===== config.mk =====
export PLATFORM = sky130hd
export DESIGN_NAME = div_sched
export DESIGN_NICKNAME = d
export VERILOG_FILES = /design/src/rtl/div_sched.sv
export SDC_FILE = /design/constraint.sdc
export NUM_CORES = 1
export LEC_CHECK = 0
export CAP_MARGIN = 20
export CORE_MARGIN = 3
export CORE_UTILIZATION = 42
export CTS_CLUSTER_SIZE = 40
export DETAILED_ROUTE_END_ITERATION = 8
export PLACE_DENSITY_LB_ADDON = 0.15
export SKIP_CTS_REPAIR_TIMING = 1
export SYNTH_ARGS = -nofsm -noshare
export SYNTH_HDL_FRONTEND = slang
export SYNTH_SLANG_ARGS = --single-unit

===== constraint.sdc =====
create_clock -name clk -period 2.06 [get_ports clk]
set_clock_uncertainty 0.1 [all_clocks]
set_input_delay 0.206 -clock clk [delete_from_list [all_inputs] [get_ports clk]]
set_output_delay 0.206 -clock clk [all_outputs]
set_load 0.02 [all_outputs]

===== src/rtl/div_sched.sv =====
// div_sched: sequencing controller for the multi-cycle signed divider.
// Latches a divide request, screens out divide-by-zero, pulses the divider
// start, counts its iterations and captures HI/LO into stable result
// registers. Raises busy (pipeline stall) while an operation is in flight and
// aborts cleanly on flush.
//
// Optional feature macro: DIV_SCHED_EARLY_EN
//   When defined, a divide with |numerator| < |denominator| bypasses the
//   divider (lo=0, hi=numerator). The magnitude compare is registered, so
//   CHECK takes two cycles for nonzero divisors in that build.
//
// Ports:
//   clk, reset          clock, asynchronous active-low reset
//   req, flush          request (level, held until ack), abort
//   srcA, srcB          numerator / denominator (two's complement)
//   ack                 one-cycle pulse, request accepted
//   busy                pipeline stall while an operation is in flight
//   div_start, div_clr  divider start pulse / divider synchronous clear
//   div_a, div_b        latched operands to the divider
//   div_hi, div_lo      divider remainder / quotient
//   hi, lo              registered remainder / quotient results
//   done, div_zero      completion pulse / divide-by-zero pulse
module div_sched #(
    parameter int unsigned WIDTH      = 32,
    parameter int unsigned DIV_CYCLES = 32
) (
    input  logic             clk,
    input  logic             reset,
    input  logic             req,
    input  logic             flush,
    input  logic [WIDTH-1:0] srcA,
    input  logic [WIDTH-1:0] srcB,
    output logic             ack,
    output logic             busy,
    output logic             div_start,
    output logic             div_clr,
    output logic [WIDTH-1:0] div_a,
    output logic [WIDTH-1:0] div_b,
    input  logic [WIDTH-1:0] div_hi,
    input  logic [WIDTH-1:0] div_lo,
    output logic [WIDTH-1:0] hi,
    output logic [WIDTH-1:0] lo,
    output logic             done,
    output logic             div_zero
);

    localparam int unsigned CNT_W = $clog2(DIV_CYCLES) + 1;
    localparam logic [CNT_W-1:0] CNT_LAST = CNT_W'(DIV_CYCLES);

    typedef enum logic [2:0] {
        S_IDLE,
        S_CHECK,
        S_START,
        S_RUN,
        S_CAPTURE,
        S_ZERO
    } state_t;

    state_t           state;
    state_t           state_d;
    logic [CNT_W-1:0] cnt;
    logic [CNT_W-1:0] cnt_d;
    logic             accept_c;
    logic             abort_c;

`ifdef DIV_SCHED_EARLY_EN
    logic [WIDTH-1:0] mag_a_c;
    logic [WIDTH-1:0] mag_b_c;
    logic             early_lt;
    logic             chk_seen;
    logic             bypass;

    // Unsigned magnitudes; the most negative value maps to itself, which is correct as unsigned.
    assign mag_a_c = div_a[WIDTH-1] ? (~div_a + WIDTH'(1)) : div_a;
    assign mag_b_c = div_b[WIDTH-1] ? (~div_b + WIDTH'(1)) : div_b;

    // Registered compare keeps the negate+compare path out of the next-state logic.
    always_ff @(posedge clk or negedge reset) begin
        if (!reset) begin
            early_lt <= 1'b0;
            chk_seen <= 1'b0;
            bypass   <= 1'b0;
        end else begin
            early_lt <= (mag_a_c < mag_b_c);
            chk_seen <= (state == S_CHECK) && (state_d == S_CHECK);
            if ((state_d == S_CAPTURE) && (state != S_CAPTURE)) begin
                bypass <= (state == S_CHECK);
            end
        end
    end
`endif

    // Next state and iteration counter.
    always_comb begin
        state_d  = state;
        cnt_d    = cnt;
        accept_c = (state == S_IDLE) && req && !flush;
        abort_c  = (state != S_IDLE) && flush;
        case (state)
            S_IDLE: begin
                cnt_d = '0;
                if (accept_c) begin
                    state_d = S_CHECK;
                end
            end
            S_CHECK: begin
                if (div_b == '0) begin
                    state_d = S_ZERO;
                end
`ifdef DIV_SCHED_EARLY_EN
                else if (!chk_seen) begin
                    state_d = S_CHECK;
                end else if (early_lt) begin
                    state_d = S_CAPTURE;
                end
`endif
                else begin
                    state_d = S_START;
                end
            end
            S_START: begin
                // The start cycle is iteration 1.
                cnt_d   = CNT_W'(1);
                state_d = (DIV_CYCLES > 1) ? S_RUN : S_CAPTURE;
            end
            S_RUN: begin
                if (cnt < CNT_LAST) begin
                    cnt_d = cnt + CNT_W'(1);
                end
                if (cnt >= CNT_LAST - CNT_W'(1)) begin
                    state_d = S_CAPTURE;
                end
            end
            S_CAPTURE: state_d = S_IDLE;
            S_ZERO:    state_d = S_IDLE;
            default:   state_d = S_IDLE;
        endcase
        // Flush overrides every transition.
        if (abort_c) begin
            state_d = S_IDLE;
            cnt_d   = '0;
        end
    end

    // State register and registered outputs.
    always_ff @(posedge clk or negedge reset) begin
        if (!reset) begin
            state     <= S_IDLE;
            cnt       <= '0;
            ack       <= 1'b0;
            busy      <= 1'b0;
            div_start <= 1'b0;
            div_clr   <= 1'b1;
            div_a     <= '0;
            div_b     <= '0;
            hi        <= '0;
            lo        <= '0;
            done      <= 1'b0;
            div_zero  <= 1'b0;
        end else begin
            state     <= state_d;
            cnt       <= cnt_d;
            ack       <= accept_c;
            // Low in the ack cycle and from the edge at which done rises.
            busy      <= (state != S_IDLE) && (state_d != S_IDLE);
            div_start <= (state_d == S_START);
            div_clr   <= abort_c;
            done      <= !abort_c && ((state == S_CAPTURE) || (state == S_ZERO));
            div_zero  <= !abort_c && (state == S_ZERO);
            if (accept_c) begin
                div_a <= srcA;
                div_b <= srcB;
            end
            if (!abort_c && (state == S_CAPTURE)) begin
`ifdef DIV_SCHED_EARLY_EN
                hi <= bypass ? div_a : div_hi;
                lo <= bypass ? '0 : div_lo;
`else
                hi <= div_hi;
                lo <= div_lo;
`endif
            end
        end
    end

endmodule


==> impl_metrics.tcl, run 1 <==
set metrics [dict create \
    outcome "complete, no violations" \
    rows 43 \
    rsz0062_at_grt "no" \
    wl_per_cell_um 18.6 \
    cap_violations 0 \
    slowest_delay_ps 480 \
    die-area_mm2 0.0159 \
    yosys_warnings 0 \
    drtIter0Drc 201 \
    crit_fanout 18 \
    seqPwrFrac 0.325 \
    clkTransAtPathRegs_ps 60 \
    max_clock_freq_ghz 0.546 \
    path_cells "nor3b_4 -> nor2b_4 -> buf_12 -> buf_12 -> mux2_2" \
    design_area_mm2 0.00968 \
    crit_buf_inv 2 \
    fin_ws_ps 228 \
    stdcell_count 826 \
    comb_power_share 0.413 \
    design.core.area_mm2 0.0140 \
    die_h_um 126 \
    clkSinkCount 143 \
    cts_tree "built" \
    synth_area_leader_cell "dfrtp_1" \
    crit_required_ps 2250 \
    synth_cell_type_count 36 \
    tightest_slew_ps 524 \
    setup_viol 0 \
    clkPwrFrac 0.262 \
    antenna_found_initial 0 \
    syn_area_mm2 0.00607 \
    most-common-layout-cells "clkdlybuf4s50_1 (264), dfrtp_1 (142), mux2_4 (109), mux2_2 (19), clkbuf_16 (17)" \
    drc_errors 0 \
    gp_congestion 0.822 \
    critical_path_depth 5 \
    cp_slowest_cell "dfrtp_1" \
    min_period_over_period 0.889 \
    syn_inst 351 \
    ios 266 \
    arrival_ps 2030 \
    crit_path_end_kind "flop" \
    dp_hpwl_um 11300 \
    area_growth_pct 59.4 \
    place_area_mm2 0.00894 \
    grt_remaining_overflow 0 \
    layout.nets 766 \
    drv_slew 0 \
    yosysTopAreaCellShare 0.585 \
    ys_seq_elements 143 \
    start_util 0.434 \
    worst_setup_path_start_kind "flop" \
    cts-root-buf "clkbuf_16" \
    setup_tns_ps 0 \
    path_class "reg2reg" \
    cts_max_path_buffers 2 \
    postRouteAntennaNets 0 \
    portBuffers 265 \
    power.leakage_nw 4.33 \
    synth_area_leaders "dfrtp_1 (59%), mux2_4 (27%), mux2_2 (3.5%), buf_12 (2.3%), buf_6 (1.3%)" \
    cts_buffers 17 \
    dp_cells 793 \
    yosysSeqAreaShare 0.590 \
    hold_viol 0 \
    grt_max_degree 55 \
    n_antenna_cell 0 \
    nFillCells 965 \
    power_density_mw_per_mm2 1480 \
    slew_headroom 0.651 \
    htreeDepth 4 \
    crit_family "flip-flops" \
    vias 3987 \
    track_usage 0.197 \
    power_mw 14.4 \
    via_per_inst 4.83 \
    die_w_um 126 \
    ff2ff_path_depth 5 \
    p_int_mw 9.91 \
    syn_avg_cell_area_um2 17.3 \
    clock_latency_ps 410 \
    final_common_cell "clkdlybuf4s50_1" \
    cpMostUsedCell "buf_12" \
    first_pass_iters 4 \
    grt_pass1_wl_um 24400 \
    dp_slack_ps 43.6 \
    drive_gt1_frac 0.286 \
    syn_nets 484 \
    ir_drop_mv 0.979 \
    p_switching_mw 4.46 \
    hold_class "in2async" \
    swShare 0.310 \
    period_needed_ps 1830 \
    wl_um 15400 \
    grt_pass1_vias 4282 \
]
==> logic make-up after synthesis <==
logic type      synth area share
compound gates            0.0185
simple gates              0.0383
mux                        0.306
xor+xnor                 0.00433
fa+ha+maj                0.00206
flops                      0.590
buf+inv                   0.0408
==> Yosys cell counts <==
master and number:
a211oi_1 3, a21boi_0 1, a21oi_1 2, and2_2 1, and3b_1 1, buf_12 7, buf_2 2, buf_4 1
buf_6 7, clkbuf_1 1, dfrtp_1 142, dfstp_2 1, ha_1 1, inv_1 2, mux2_2 19, mux2_4 109
mux2i_1 1, nand2_1 5, nand2b_1 2, nand3_1 4, nand4_1 2, nor2_1 6, nor2_2 2, nor2b_1 2
nor2b_4 1, nor3_1 2, nor3b_4 1, nor4_1 9, o21a_1 2, o21ai_0 2, o21ai_1 1, o21ba_2 1
o21bai_1 3, o31a_2 1, or3_1 1, xnor2_1 3
==> path summary, 6_finish.rpt <==
| kind | from | endpoint | slack, ps |
|---|---|---|---|
| max in group asynchronous | reset | hi[29] | 1030 |
| min in group clk | srcA[27] | div_a[27] | 300 |
| min | reset | div_b[24] | 210 |
| min reg2reg | state[1] | done | 400 |
| max reg2reg | state[2] | hi[30] | 230 |
| max | state[2] | hi[30] | 230 |
==> metal layers <==
metal  global-route usage  routed length, um
met1                0.265               6790
met5                    0                  0
met2                0.297               7030
met3               0.0734               1320
met4               0.0675                227
==> flip-flops by register name, summed over array words and instances (netlist names) <==
register	flops
div_zero	1
hi	32
busy	1
lo	32
div_b	32
state	3
cnt	6
div_start	1
ack	1
div_clr	1
div_a	32
done	1
==> power groups by stage <==
| stage | logic [mW] | clock network, mW | registers [mW] |
|---|---|---|---|
| 2_1_floorplan | 1.94 | 0 | 5.81 |
| 3_3_place_gp | 5.92 | 0 | 4.66 |
| 3_5_place_dp | 5.98 | 0 | 4.67 |
| 4_1_cts | 6.02 | 3.83 | 4.68 |
| 5_1_grt | 6.23 | 3.95 | 4.82 |
| 6_report | 5.94 | 3.76 | 4.67 |
==> per-stage QoR <==
step           hold slack (ps)   util
2_1_floorplan             -190      -
3_3_place_gp              93.6  0.639
3_5_place_dp              95.1  0.639
4_1_cts                   -344  0.691
5_1_grt                    268  0.692
6_report                   215  0.692
==> area by class of cell <==
cell class / instances / area, um2 / share of cell area
repair buffers: 281 / 2880 / 0.297
flip-flops and latches: 143 / 3580 / 0.370
clock buffers: 19 / 453 / 0.0468
well taps: 180 / 225 / 0.0233
inverters: 2 / 7.51 / 0.000775
clock inverters: 13 / 282 / 0.0291
multi-input cells: 188 / 2260 / 0.233
Power figures use the tool's default switching activity.
==> run 2, diff against run 1 <==
--- a/config.mk
+++ b/config.mk
@@ -11,6 +11,7 @@
 export CTS_CLUSTER_SIZE = 40
 export DETAILED_ROUTE_END_ITERATION = 8
 export PLACE_DENSITY_LB_ADDON = 0.15
+export RECOVER_POWER = 25
 export SKIP_CTS_REPAIR_TIMING = 1
 export SYNTH_ARGS = -nofsm -noshare
 export SYNTH_HDL_FRONTEND = slang
==> run 2 against run 1 <==
Against the previous run:
- register-to-register slack worse by 20 ps
- non-clock buffer count is the same
- maximum frequency down 1.2%
- hold slack improved by 86 ps
- critical path type unchanged
- global-route usage is the same
- die area did not move
- sequential power is essentially flat
- highest routed layer unchanged
- worst setup slack got worse by 22 ps
- sequential share of layout area is essentially flat
- design area fell by 0.13%
- flip-flop and latch count is the same
==> impl_metrics.tcl, run 2 (same netlist as run 1, synthesis figures left out) <==
set metrics [dict create \
    cts_max_path_buffers 2 \
    clkSinkCount 143 \
    gp_congestion 0.822 \
    clock_latency_ps 410 \
    crit_required_ps 2260 \
    period_needed_ps 1850 \
    arrival_ps 2050 \
    die_w_um 126 \
    drtIter0Drc 204 \
    outcome "complete, no violations" \
    cts-root-buf "clkbuf_16" \
    ir_drop_mv 0.976 \
    hold_class "in2reg" \
    die-area_mm2 0.0159 \
    final_common_cell "clkdlybuf4s50_1" \
    worstHoldStart "srcA[27]" \
    drive_gt1_frac 0.283 \
    cts_buffers 17 \
    max_clock_freq_ghz 0.539 \
    use_met3 0.0734 \
    crit_path_end_kind "flop" \
    power_density_mw_per_mm2 1480 \
    power.leakage_nw 4.32 \
    die_h_um 126 \
    track_usage 0.197 \
    wl_per_cell_um 18.6 \
    rsz0062_at_grt "no" \
    most-common-layout-cells "clkdlybuf4s50_1 (264), dfrtp_1 (142), mux2_4 (109), mux2_2 (19), clkbuf_16 (17)" \
    design.core.area_mm2 0.0140 \
    area_growth_pct 59.2 \
    ios 266 \
    slowest_delay_ps 400 \
    drc_errors 0 \
    rows 43 \
    postRouteAntennaNets 0 \
    grt_remaining_overflow 0 \
    grt_max_degree 55 \
    cp_slowest_cell "dfrtp_1" \
    crit_path_start "state[1]" \
    antenna_found_initial 0 \
    portBuffers 265 \
    crit_fanout 11 \
    worst_setup_path_start_kind "flop" \
    wl_um 15400 \
    dp_hpwl_um 11300 \
    nFillCells 966 \
    cts_tree "built" \
    grt_util_met2 0.297 \
    clkTransAtPathRegs_ps 60 \
    setup_viol 0 \
    start_util 0.434 \
    path_class "reg2reg" \
    drv_slew 0 \
    grt_pass1_vias 4282 \
    first_pass_iters 4 \
    power_mw 14.4 \
    top_usage_layer "met2" \
    via_per_inst 4.83 \
    grt_pass1_wl_um 24400 \
    layout.nets 766 \
    setup_tns_ps 0 \
    r2r_start "state[1]" \
    htreeDepth 4 \
    slew_headroom 0.0538 \
    hold_viol 0 \
    met1_usage 0.265 \
    path_cells "clkbuf_1 -> nor2_1 -> nand3_4 -> buf_4 -> mux2_4" \
    min_period_over_period 0.900 \
    cap_violations 0 \
    vias 3989 \
    tightest_slew_ps 1420 \
    n_antenna_cell 0 \
]
[run 2: changes by cell type in the layout (fill, tap and decap cells not counted)]
cell,delta
buf_4,-1
buf_6,-1
clkbuf_1,+1
clkbuf_2,+1
nor2_1,+1
nor2_2,-1
[run 2: worst max-delay path: cells and delay by family (launching register included)]
| family | cells | cell delay [ps] |
|---|---|---|
| buffers and inverters | 2 | 460 |
| and+or+nand+nor | 2 | 460 |
| DFF | 1 | 400 |
| muxes | 1 | 310 |
[run 2: path summary, 6_finish.rpt]
kind | cells past startpoint | slack (ps) | to
worst max-delay path | 5 | 210 | div_a[15]
worst min-delay path | 2 | 300 | div_a[27]
worst max register to register | 5 | 210 | div_a[15]
worst min register to register | 1 | 400 | done
max in group asynchronous | 3 | 380 | cnt[4]
min in group asynchronous | 2 | 560 | div_b[24]
[run 2: report_power, final]
part	total [mW]	leakage, nW	internal, mW	switching, mW
combinational	5.92	2.17	3.43	2.50
sequential	4.67	1.81	3.89	0.779
clock	3.77	0.350	2.59	1.18
total	14.4	4.32	9.90	4.46
[run 2: layer usage]
layer	up-vias	wire length, um
li1	1811	-
met1	1952	6810
met3	17	1320
met5	-	0
met2	209	6990
met4	0	244
[run 2: area by class of cell]
cell class                 instances  area (um2)  share of cell area
sequential                       143        3580               0.370
multi-input combinational        188        2250               0.233
clock buffer                      19         453              0.0468
tap                              180         225              0.0233
clock inverter                    13         282              0.0291
inverter                           2        7.51            0.000776
timing repair buffer             281        2870               0.296
[run 2: metrics by stage]
stage               cell area (um2)  std cells   util  setup slack, ps  hold WS [ps]
CTS                            9670        825  0.691              206          -344
floorplan                      6070        351      -              411          -190
global placement               8940        793  0.639             61.8          93.6
global route                   9670        826  0.691             92.9           286
finish                         9670        826  0.691              206           301
detailed placement             8940        793  0.639             43.6          95.1
